**src/rtl/reg_dest_scoreboard.sv**
```systemverilog
// Destination-register scoreboard: tracks in-flight register writes between issue and
// write-back, and stalls issue on RAW hazards or a saturated per-register counter.
module reg_dest_scoreboard #(
  parameter int AW = 5,
  parameter int CW = 2
) (
  input  logic              Clk,
  input  logic              Reset_n,
  input  logic              Flush,
  input  logic              Issue_Valid,
  input  logic              Issue_RegWrite,
  input  logic [AW-1:0]     Issue_Dst,
  input  logic [AW-1:0]     Issue_Rs,
  input  logic [AW-1:0]     Issue_Rt,
  output logic              Stall,
  input  logic              WB_Valid,
  input  logic [AW-1:0]     WB_Dst,
  output logic [2**AW-1:0]  Pending,
  output logic              Error
);

  localparam int NREGS = 2**AW;
  localparam logic [CW-1:0] CMAX = '1;

  logic [CW-1:0]    cnt_p0  [NREGS];
  logic [CW-1:0]    cnt_nxt [NREGS];
  logic [NREGS-1:0] pend_nxt;
  logic [NREGS-1:0] inc_v;
  logic [NREGS-1:0] dec_v;
  logic             err_nxt;
  logic             haz_rs;
  logic             haz_rt;
  logic             full;
  logic             accept;

  // Hazard detection looks only at registered counts; a same-cycle write-back is not bypassed.
  always_comb begin
    haz_rs = (Issue_Rs  != '0) && (cnt_p0[Issue_Rs]  != '0);
    haz_rt = (Issue_Rt  != '0) && (cnt_p0[Issue_Rt]  != '0);
    full   = Issue_RegWrite && (Issue_Dst != '0) && (cnt_p0[Issue_Dst] == CMAX);
    Stall  = Issue_Valid && (haz_rs || haz_rt || full);
    accept = Issue_Valid && !Stall;
  end

  always_comb begin
    inc_v = '0;
    dec_v = '0;
    for (int r = 1; r < NREGS; r++) begin
      inc_v[r] = accept && Issue_RegWrite && (Issue_Dst == AW'(r));
      dec_v[r] = WB_Valid && (WB_Dst == AW'(r)) && (cnt_p0[r] != '0);
    end
  end

  always_comb begin
    cnt_nxt  = cnt_p0;
    pend_nxt = '0;
    err_nxt  = Error;
    cnt_nxt[0] = '0;
    for (int r = 1; r < NREGS; r++) begin
      if (inc_v[r] && !dec_v[r]) begin
        cnt_nxt[r] = cnt_p0[r] + 1'b1;
      end else if (dec_v[r] && !inc_v[r]) begin
        cnt_nxt[r] = cnt_p0[r] - 1'b1;
      end
    end
    // Flush wipes all in-flight state but leaves the sticky error alone.
    if (Flush) begin
      for (int r = 0; r < NREGS; r++) begin
        cnt_nxt[r] = '0;
      end
    end
    for (int r = 0; r < NREGS; r++) begin
      pend_nxt[r] = (cnt_nxt[r] != '0);
    end
    if (WB_Valid && (WB_Dst != '0) && (cnt_p0[WB_Dst] == '0)) begin
      err_nxt = 1'b1;
    end
  end

  // Counter / status register stage
  always_ff @(posedge Clk or negedge Reset_n) begin
    if (!Reset_n) begin
      cnt_p0  <= '{default: '0};
      Pending <= '0;
      Error   <= 1'b0;
    end else begin
      cnt_p0  <= cnt_nxt;
      Pending <= pend_nxt;
      Error   <= err_nxt;
    end
  end

endmodule

```
**config.mk**
```make
export PLATFORM = sky130hd
export DESIGN_NAME = reg_dest_scoreboard
export DESIGN_NICKNAME = d
export VERILOG_FILES = /design/src/rtl/reg_dest_scoreboard.sv
export SDC_FILE = /design/constraint.sdc
export NUM_CORES = 1
export LEC_CHECK = 0
export ABC_AREA = 1
export BUFFER_PORTS_ARGS = -buffer_cell sky130_fd_sc_hd__buf_2
export CORE_MARGIN = 4
export CORE_UTILIZATION = 50
export DETAILED_ROUTE_END_ITERATION = 6
export PLACE_DENSITY = 0.79
export RECOVER_POWER = 50
export SLEW_MARGIN = 10
export SYNTH_ARGS = -nofsm -noshare
export SYNTH_HDL_FRONTEND = slang
export SYNTH_SLANG_ARGS = --single-unit
```
**constraint.sdc**
```tcl
create_clock -name Clk -period 1.8 [get_ports Clk]
set_clock_uncertainty 0.05 [all_clocks]
set_input_delay 0.09 -clock Clk [delete_from_list [all_inputs] [get_ports Clk]]
set_output_delay 0.09 -clock Clk [all_outputs]
set_load 0.005 [all_outputs]
```
==> key figures, run 1 <==
Floorplanning
  – Die Height: roughly 140 um
  – Core Area: around 16000 um2
  – Die Area: between 15000 and 20000 um2
  – # IOs: 60
  – Die Width: approximately 140 um
  – FP Rows: 46
  – Starting Density: about half

Placement
  – Final HPWL DP: approximately 22000 um
  – Post-Place Cells: 1729
  – # port buffers: 58
  – Post-Place Worst Slack: -0.645 ns
  – Placer congestion estimate: just over 1
  – DP Area: between 10000 and 15000 um2

Timing
  – Max frequency: 408 MHz
  – Slew @ Worst Pin: ~1.2 ns
  – Final worst slack: -0.649 ns
  – Hold Vio Cnt, Final: 0
  – Setup TNS: -47.86 ns
  – Count of pins over their slew limit: 0
  – Period utilization: 136%
  – Setup-failing EPs final: 94
  – Hold slack: roughly 0.14 ns
  – Slew margin rel.: 16.7%
  – Min cycle time layout: ~2.4 ns
  – RSZ-0062 raised after global routing: yes

Synthesis
  – Number of synthesized flops with an enable pin: 0
  – Compound-Gate Fraction of Synth Area: 3.97%
  – Syn_nets: about 1400
  – Mux contribution to synthesized area: 0%
  – Cell variety after synth: 35
  – Synth top cells by count: nand2_1, inv_1, nand3_1
  – Main combinational cell family by area after synthesis: simple AND/OR/NAND/NOR gates
  – Most common cell in the netlist: nand2_1
  – Synth top area share: 28.5%
  – Xor-xnor portion of the synthesized cell area: 0%
  – Top area cells in the synthesized netlist: dfrtp_1, nand2_1, inv_1
  – Ys Warns: 0
  – Post-synthesis sequential element count: 94
  – Sequential area share after synthesis: roughly 29%
  – Mapped Cells: between 1000 and 1500
  – Adder-cell share of the synthesized area: 4.70%
  – Synth Area per Inst: 6.23 um2
  – Largest area contributor in the netlist: dfrtp_1
  – Synth Area in Simple Gates: just under 50%
  – Synth Flop Type: dfrtp_1
  – Synthesized area: about 8300 um2
  – Post-synth ARST share: 100%

Setup path
  – CP arrival: 2.69 ns
  – Crit end category: flip-flop
  – CP Class: flip-flop to flip-flop
  – Req. time, crit path: 2.04 ns
  – Setup crit start kind: flip-flop
  – Crit path max fanout: 8

Pwr
  – Max VDD drop: slightly below 700 uV
  – Power per Cell Area: 611 nW/um2
  – P_leak: 6.35 nW
  – Overall power: 7.05 mW

Status
  – Failing checks: setup timing
  – Status: finished, violations left

Global routing
  – Initial antenna violation count: 0
  – First-pass GRT wire length: 47700 um
  – Vias in the first global route: approximately 9300
  – Largest net degree at the start of global routing: 95
  – GRT Util Overall: between 30% and 40%
  – GRT overflow: 0

Clock network
  – Worst-Skew Late Latency: around 0.36 ns
  – CTS root buf: clkbuf_16
  – CTS H-tree lvls: 3
  – CTS tree: yes
  – Num CTS Buffers: 9
  – Clock Sinks: 94
  – Clock-pin slew on the worst setup and hold paths: about 0.07 ns
  – Clk buf depth: 2

Drt
  – Via count: ~10000
  – Antenna Nets Post-Route: 0
  – Vias per cell: roughly 5.6
  – Pre-Repair DR Iteration Count: 5
  – Total Wirelength: ~31000 um
  – WL/cell: ~17 um
  – DRC errors left: 0
  – Initial DRC Count: just under 1000

Min path
  – Hold Path Class: input pin to flip-flop

Final layout
  – # diodes: 0
  – Final instance area: 11500 um2
  – Share of layout cells above drive strength 1: a little over a third
  – Final core utilization: 72.1%
  – Fin cells: approximately 1800
  – Area Growth Syn to Fin: 39.8%
  – Nets: 1610

Run
  – Max Cap Violations: 0
## area by class of cell
type                    count  area (um2)
clock buffers              10         239
flip-flops and latches     94        2380
inverters                 258         973
clock inverters             6        77.6
fillers                  1287        4470
repair buffers            259        2070
multi-input cells         931        5520
well taps                 216         270
## where the power goes
part	internal (mW)	total [mW]	switching, mW
sequential	2.29	2.44	0.154
clock	1.14	2.07	0.922
combinational	1.11	2.54	1.43
total	4.54	7.05	2.51
## critical path, cell delays in order, from the launching register on
cell and delay (ns):
dfrtp_2 0.48, nor2_4 0.14, nand2_1 0.06, nand3_1 0.09, nand3_1 0.09, nand3_1 0.12
nand2_1 0.07, nor2_2 0.14, nor2_2 0.06, nor2_4 0.11, buf_6 0.14, buf_12 0.13
nand4_1 0.16, nand2_2 0.18, nand2_2 0.08, nand2_2 0.10, nand3_4 0.09, nand2_2 0.10
## cell usage in the layout (no fill, tap or decap), types with 11 or more instances in the layout
cell type  count
ha_1          31
nand4_4       23
nand3_1       85
nand4_1       43
o21ai_0       15
nor2_4        17
nor2_2        23
inv_1        216
nand3_2       70
a21oi_1       11
nand2_2       83
nor2_1        65
nand2_1      362
dfrtp_2       24
inv_2         37
buf_4        174
nor3_1        61
buf_2         57
dfrtp_1       70
## registers in the layout, indices dropped and copies added, names as in the netlist
signal / cells
cnt_p0: 62
Pending: 31
Error: 1
## kinds of logic (layout without fill, tap and decap cells)
logic type,count (synthesis),in the layout
AND/OR/NAND/NOR,841,841
buffers and inverters,300,533
flip-flops,94,94
AO/OA/AOI/OAI,58,58
adder cells (fa/ha/maj),31,31
other,1,1
## path summary, 6_finish.rpt
check                             end  slack [ns]  cells after the start        from
hold / removal                  Error        0.14                      4   WB_Dst[3]
hold reg to reg                 Error        0.51                      1       Error
max in group asynchronous  cnt_p0[19]        0.20                      3     Reset_n
setup reg to reg           Pending[4]       -0.65                     17  cnt_p0[25]
min in group asynchronous  cnt_p0[26]        0.57                      3     Reset_n
setup / recovery           Pending[4]       -0.65                     17  cnt_p0[25]
## routing by layer
layer | vias up | global-route usage [%] | routed length [um]
met5 | - | 0 | 0
met2 | 605 | 51.2 | 14000
li1 | 4631 | - | -
met3 | 140 | 6.81 | 3060
met1 | 4539 | 44.1 | 12300
met4 | 0 | 15.5 | 1590
## what timing repair did
item	CTS	global route
gates cloned	4	1
hold endpoints to repair	94	0
buffers inserted	10	13
resized for setup	135	145
endpoints found under the setup margin	94	94
pin swaps	75	99
hold buffers	1	0
Power figures use the tool's default switching activity.
==> inputs of run 2 (changes only) <==
- GPL_TIMING_DRIVEN: not set -> 0
==> run 2 against run 1 <==
Against the previous run:
- the run still ends with setup timing left
- sequential power about the same
- die area unchanged
- routed wire length increased by 1.6%
- sequential share of layout area increased by 2.7 points
- core utilization decreased by 8.2 points
- clock power about the same
- worst hold slack got worse by 0.087 ns
- largest cell class unchanged
- fmax decreased by 0.43%
- combinational power decreased by 14%
- flip-flop and latch count unchanged
- power decreased by 5.1%
==> key figures, run 2 (synthesis results as in run 1) <==
Global routing
  – GRT overflow: 0
  – Vias in the first global route: just under 9000
  – Initial antenna violation count: 0
  – First-pass GRT wire length: about 48000 um
  – Busiest grt layer: met2
  – Grt met3 use: under 10%
  – M2 GR Usage: 52.0%
  – GRT Util Overall: ~34%
  – GR Util met1: 45.1%
  – Largest net degree at the start of global routing: 54

Timing
  – Count of pins over their slew limit: 0
  – Setup TNS: -51.41 ns
  – RSZ-0062 raised after global routing: yes
  – Min cycle time layout: between 2 and 2.5 ns
  – Max frequency: about 400 MHz
  – Final worst slack: -0.660 ns
  – Period utilization: 137%
  – Setup-failing EPs final: 94
  – Slew @ Worst Pin: around 1.2 ns
  – Slew margin rel.: about 23%
  – Hold Vio Cnt, Final: 0

Drt
  – DRC errors left: 0
  – WL/cell: 19.2 um
  – Pre-Repair DR Iteration Count: 6
  – Antenna Nets Post-Route: 0
  – Vias per cell: roughly 5.7
  – Total Wirelength: between 30000 and 40000 um
  – Initial DRC Count: between 1000 and 1500
  – Via count: 9412

Setup path
  – RR Startpoint: cnt_p0[34]
  – Crit. Startpoint: cnt_p0[31]
  – Crit path max fanout: 10
  – CP Class: flip-flop to output port
  – Crit end category: output port
  – Setup crit start kind: flip-flop
  – CP arrival: 2.32 ns
  – Req. time, crit path: 1.66 ns
  – Reg2reg path depth: 19
  – Setup slack, reg-to-reg: -0.65 ns
  – R2R Path End: Pending[2]
  – Crit path capture: Stall

Pwr
  – Seq pwr share: a little under two fifths
  – Switching share of power: 36.3%
  – Psw: around 2.4 mW
  – Internal power: between 4 and 5 mW
  – Clock power frac: 30.5%
  – Power per Cell Area: between 600 and 700 nW/um2
  – Max VDD drop: 568 uV
  – P_leak: 5.49 nW
  – Comb power frac: between 30% and 40%

Final layout
  – Most flop-heavy register: cnt_p0
  – Share of layout cells above drive strength 1: 25.8%
  – Nets: 1481
  – Final instance area: ~10000 um2
  – Commonest non-fill, non-tap cell in the layout: nand2_1
  – Final core utilization: a little under two thirds
  – Commonest cells after routing, fill and taps aside: nand2_1, inv_1, nand3_1
  – Top flop regs: cnt_p0 (62), Pending (31), Error (1)
  – Fin cells: roughly 1600
  – Area Growth Syn to Fin: 24.0%
  – Max reg flops: 62
  – # diodes: 0

Clock network
  – Clock Sinks: 94
  – CTS tree: yes
  – CTS H-tree lvls: 3
  – Clk buf depth: 2
  – Num CTS Buffers: 9
  – CTS root buf: clkbuf_16
  – Clock-pin slew on the worst setup and hold paths: roughly 0.07 ns
  – Worst-Skew Late Latency: approximately 0.36 ns

Floorplanning
  – Core Area: roughly 16000 um2
  – Die Width: 136 um
  – # IOs: 60
  – Die Height: ~140 um
  – Die Area: between 15000 and 20000 um2
  – Starting Density: about 52%
  – FP Rows: 46

Status
  – Status: finished, violations left
  – Failing checks: setup timing

Placement
  – DP Area: 8950 um2
  – Post-Place Worst Slack: -0.753 ns
  – Post-Place Cells: 1597
  – # port buffers: 55
  – Placer congestion estimate: ~1.0
  – Final HPWL DP: between 20000 and 25000 um

Min path
  – Hold path startpoint: Flush
  – Hold Path Class: input pin to flip-flop

Run
  – Max Cap Violations: 0
[run 2: cell types whose count changed in the layout (fill, tap and decap cells not counted), moves of 6 or more]
cell,delta
buf_4,-147
clkbuf_1,+21
inv_1,+11
inv_2,-10
nand2_1,+18
nand2_2,-16
nand3_1,+7
nand3_2,-6
nor2_1,+6
o21ai_0,+6
[run 2: critical path, stage by stage (launching register included)]
cell	delay, ns
dfrtp_1	0.40
inv_1	0.08
o21ai_0	0.19
nand2_1	0.08
nand2_1	0.10
nand2_1	0.07
nand2_1	0.11
nor2_1	0.05
nor2_1	0.08
nor2_1	0.07
nor2_4	0.20
nor2_8	0.06
buf_12	0.14
buf_12	0.15
nor2_2	0.07
buf_2	0.11
[run 2: power by group through the flow]
stage               sequential, mW  combinational, mW  clock (mW)
floorplan                     2.43               1.15           0
global placement              2.47               1.73           0
detailed placement            2.48               1.76           0
CTS                           2.45               2.11        2.06
global route                  2.48               2.36        2.14
finish                        2.47               2.18        2.04
[run 2: metal layers]
layer  wire, um  vias to the layer above  share of wire, %
met5          0                        -                 0
met4       1800                        0               5.7
met3       3750                      145                12
met2      13500                      568                43
met1      12400                     4330                39
li1           -                     4369                 -
[run 2: worst min-delay path by stage]
stage	endpoint	slack [ns]	cells after the start
floorplan	Error	-0.26	0
global placement	Stall	0.42	4
detailed placement	cnt_p0[25]	0.07	1
CTS	cnt_p0[5]	0.07	6
global route	cnt_p0[55]	0.1	6
finish	cnt_p0[55]	0.06	6
[run 2: what timing repair did]
item	in CTS	in global routing
hold buffers	1	0
setup endpoints to repair	94	94
gates cloned	5	0
setup buffers	18	13
hold endpoints to repair	41	0
pin swaps	64	65
resized for setup	130	99
[run 2: layout make-up]
cell class                 instances  area (um2)
clock buffer                      11         253
clock inverter                     5        56.3
multi-input combinational        931        5360
inverter                         258         972
tap                              216         270
buffer                            42         305
fill                            1530        5770
sequential                        94        2380
timing repair buffer              88         622
[run 2: through the flow]
step           hold WS [ns]  power, mW
4_1_cts              0.0664       6.62
3_3_place_gp          0.419       4.20
2_1_floorplan        -0.256       3.59
6_report             0.0559       6.69
5_1_grt              0.0965       6.98
3_5_place_dp         0.0683       4.24
==> inputs of run 3 (changes only) <==
==> constraint.sdc (replaced) <==
create_clock -name Clk -period 1.8 [get_ports Clk]
set_clock_uncertainty 0.05 [all_clocks]
set_input_delay 0.18 -clock Clk [delete_from_list [all_inputs] [get_ports Clk]]
set_output_delay 0.18 -clock Clk [all_outputs]
set_load 0.005 [all_outputs]
==> run 3 against run 2 <==
Against the previous run:
- critical endpoint is now Pending[17]
- routed wire length increased by 2.8%
- final area decreased by 0.55%
- critical path depth increased by 3
- first-iteration DRC count increased by 15%
- the flow still finishes with violations (setup timing)
- global-route usage increased by 0.96 points
==> key figures, run 3 (synthesis results as in run 1) <==
Status
  – Status: finished, violations left
  – Failing checks: setup timing

Pwr
  – Clock power frac: a little under a third
  – Max VDD drop: slightly above 500 uV
  – Comb power frac: 32.3%
  – Internal power: between 4 and 5 mW
  – P_leak: approximately 5.5 nW
  – Switching share of power: a little over a third
  – Overall power: around 6.8 mW
  – Power per Cell Area: 665 nW/um2
  – Psw: between 2 and 2.5 mW
  – Seq pwr share: between 30% and 40%

Final layout
  – Share of layout cells above drive strength 1: roughly a quarter
  – Top flop regs: cnt_p0 (62), Pending (31), Error (1)
  – Most flop-heavy register: cnt_p0
  – Fin cells: 1640
  – Commonest non-fill, non-tap cell in the layout: nand2_1
  – Area Growth Syn to Fin: 23.3%
  – # diodes: 0
  – Commonest cells after routing, fill and taps aside: nand2_1, inv_1, nand3_1
  – Max reg flops: between 60 and 70
  – Nets: ~1500

Setup path
  – Req. time, crit path: between 1.5 and 2 ns
  – Critical path, cell by cell: nor2_1, nor2_1, nor2_1, nand3_2, nand2_1, nor2_1, nor2_1, nor2_2, nor2_4, buf_12, buf_6, nand4_1, nand2_2, nand2_1, nand2_1, nand2_1, nand2_1, nand2_1
  – Crit end category: flip-flop
  – Setup crit start kind: flip-flop
  – Crit path max fanout: 7
  – Setup slack, reg-to-reg: -0.65 ns
  – Crit path max-delay cell type: dfrtp_1
  – Max stage delay on crit path: ~0.44 ns
  – CP arrival: ~2.6 ns
  – CP Class: flip-flop to flip-flop
  – CP most frequent cell: nand2_1

Global routing
  – GRT overflow: 0
  – Largest net degree at the start of global routing: just under 50
  – GRT Util Overall: 35.1%
  – Initial antenna violation count: 0
  – First-pass GRT wire length: between 40000 and 50000 um
  – Vias in the first global route: approximately 9000

Floorplanning
  – FP Rows: 46
  – Die Area: 18600 um2
  – Die Width: between 100 and 150 um
  – Die Height: 136 um
  – # IOs: 60
  – Starting Density: between 50% and 60%
  – Core Area: approximately 16000 um2

Timing
  – Final worst slack: -0.650 ns
  – Count of pins over their slew limit: 0
  – Period utilization: 136%
  – Max frequency: roughly 410 MHz
  – Hold Vio Cnt, Final: 0
  – Setup TNS: -52.54 ns
  – Slew @ Worst Pin: around 1.3 ns
  – Setup-failing EPs final: 94
  – Min cycle time layout: between 2 and 2.5 ns
  – Slew margin rel.: between 10% and 20%
  – Hold slack: around 0.14 ns
  – RSZ-0062 raised after global routing: yes

Clock network
  – Clk buf depth: 2
  – Worst-Skew Late Latency: between 0.3 and 0.4 ns
  – Clock-pin slew on the worst setup and hold paths: around 0.07 ns
  – CTS H-tree lvls: 3
  – CTS tree: yes
  – Num CTS Buffers: 9
  – CTS root buf: clkbuf_16
  – Clock Sinks: 94

Placement
  – Post-Place Cells: between 1500 and 2000
  – Post-Place Worst Slack: -1.05 ns
  – Placer congestion estimate: 1.01
  – # port buffers: between 50 and 60
  – Final HPWL DP: 23400 um

Min path
  – Hold Path Class: input pin to flip-flop

Drt
  – Total Wirelength: approximately 32000 um
  – Vias per cell: just under 6
  – Initial DRC Count: roughly 1300
  – Antenna Nets Post-Route: 0
  – WL/cell: 19.8 um
  – Pre-Repair DR Iteration Count: 6
  – DRC errors left: 0
  – Via count: ~9500

Run
  – Max Cap Violations: 0
[run 3: cell count changes in the layout (fill, tap and decap cells not counted), sizes merged]
cell	delta
buf	-1
bufinv	+1
clkbuf	-6
clkinv	+1
clkinvlp	-1
inv	+1
[run 3: power groups by stage]
stage	clock network [mW]	registers, mW	logic (mW)
detailed placement	0	2.46	1.76
CTS	2.15	2.43	2.04
floorplan	0	2.42	1.14
finish	2.13	2.45	2.19
global route	2.26	2.46	2.36
global placement	0	2.46	1.72
[run 3: worst paths after layout]
path	from	endpoint	depth (start not counted)
max in group asynchronous	Reset_n	cnt_p0[35]	2
min in group asynchronous	Reset_n	cnt_p0[60]	2
max reg2reg	cnt_p0[36]	Pending[17]	18
max	cnt_p0[36]	Pending[17]	18
min	Flush	cnt_p0[5]	6
min reg2reg	Error	Error	1
[run 3: critical path: cells and delay by family (launching register included)]
kind / cells / cell delay [ns]
buffers and inverters: 2 / 0.29
DFF: 1 / 0.44
and+or+nand+nor: 16 / 1.53
[run 3: per-layer routing]
metal	routed length (um)	vias to the layer above	GRT usage (%)
li1	-	4374	-
met1	12500	4409	45.4
met2	14300	611	55.1
met3	3860	150	8.18
met4	1730	0	17.0
met5	0	-	0
[run 3: cell type report]
cell class | instances | area (um2)
Timing Repair Buffer | 83 | 642
Buffer | 42 | 329
Sequential cell | 94 | 2380
Clock buffer | 9 | 225
Fill cell | 1522 | 5830
Inverter | 258 | 973
Clock inverter | 7 | 96.3
Multi-Input combinational cell | 931 | 5250
Tap cell | 216 | 270
[run 3: what timing repair did]
| item | CTS | global route |
|---|---|---|
| setup buffers | 17 | 4 |
| endpoints found under the hold margin | 47 | 0 |
| pin swaps | 41 | 60 |
| cloned | 4 | 1 |
| hold buffers | 1 | 0 |
| gates resized for setup | 121 | 112 |
| setup endpoints to repair | 94 | 94 |
[run 3: metrics by stage]
step           cell area (um2)  utilization (%)
2_1_floorplan             8310                -
3_3_place_gp              8850             55.3
3_5_place_dp              8880             55.5
4_1_cts                   9820             61.4
5_1_grt                  10200             63.6
6_report                 10200             63.6
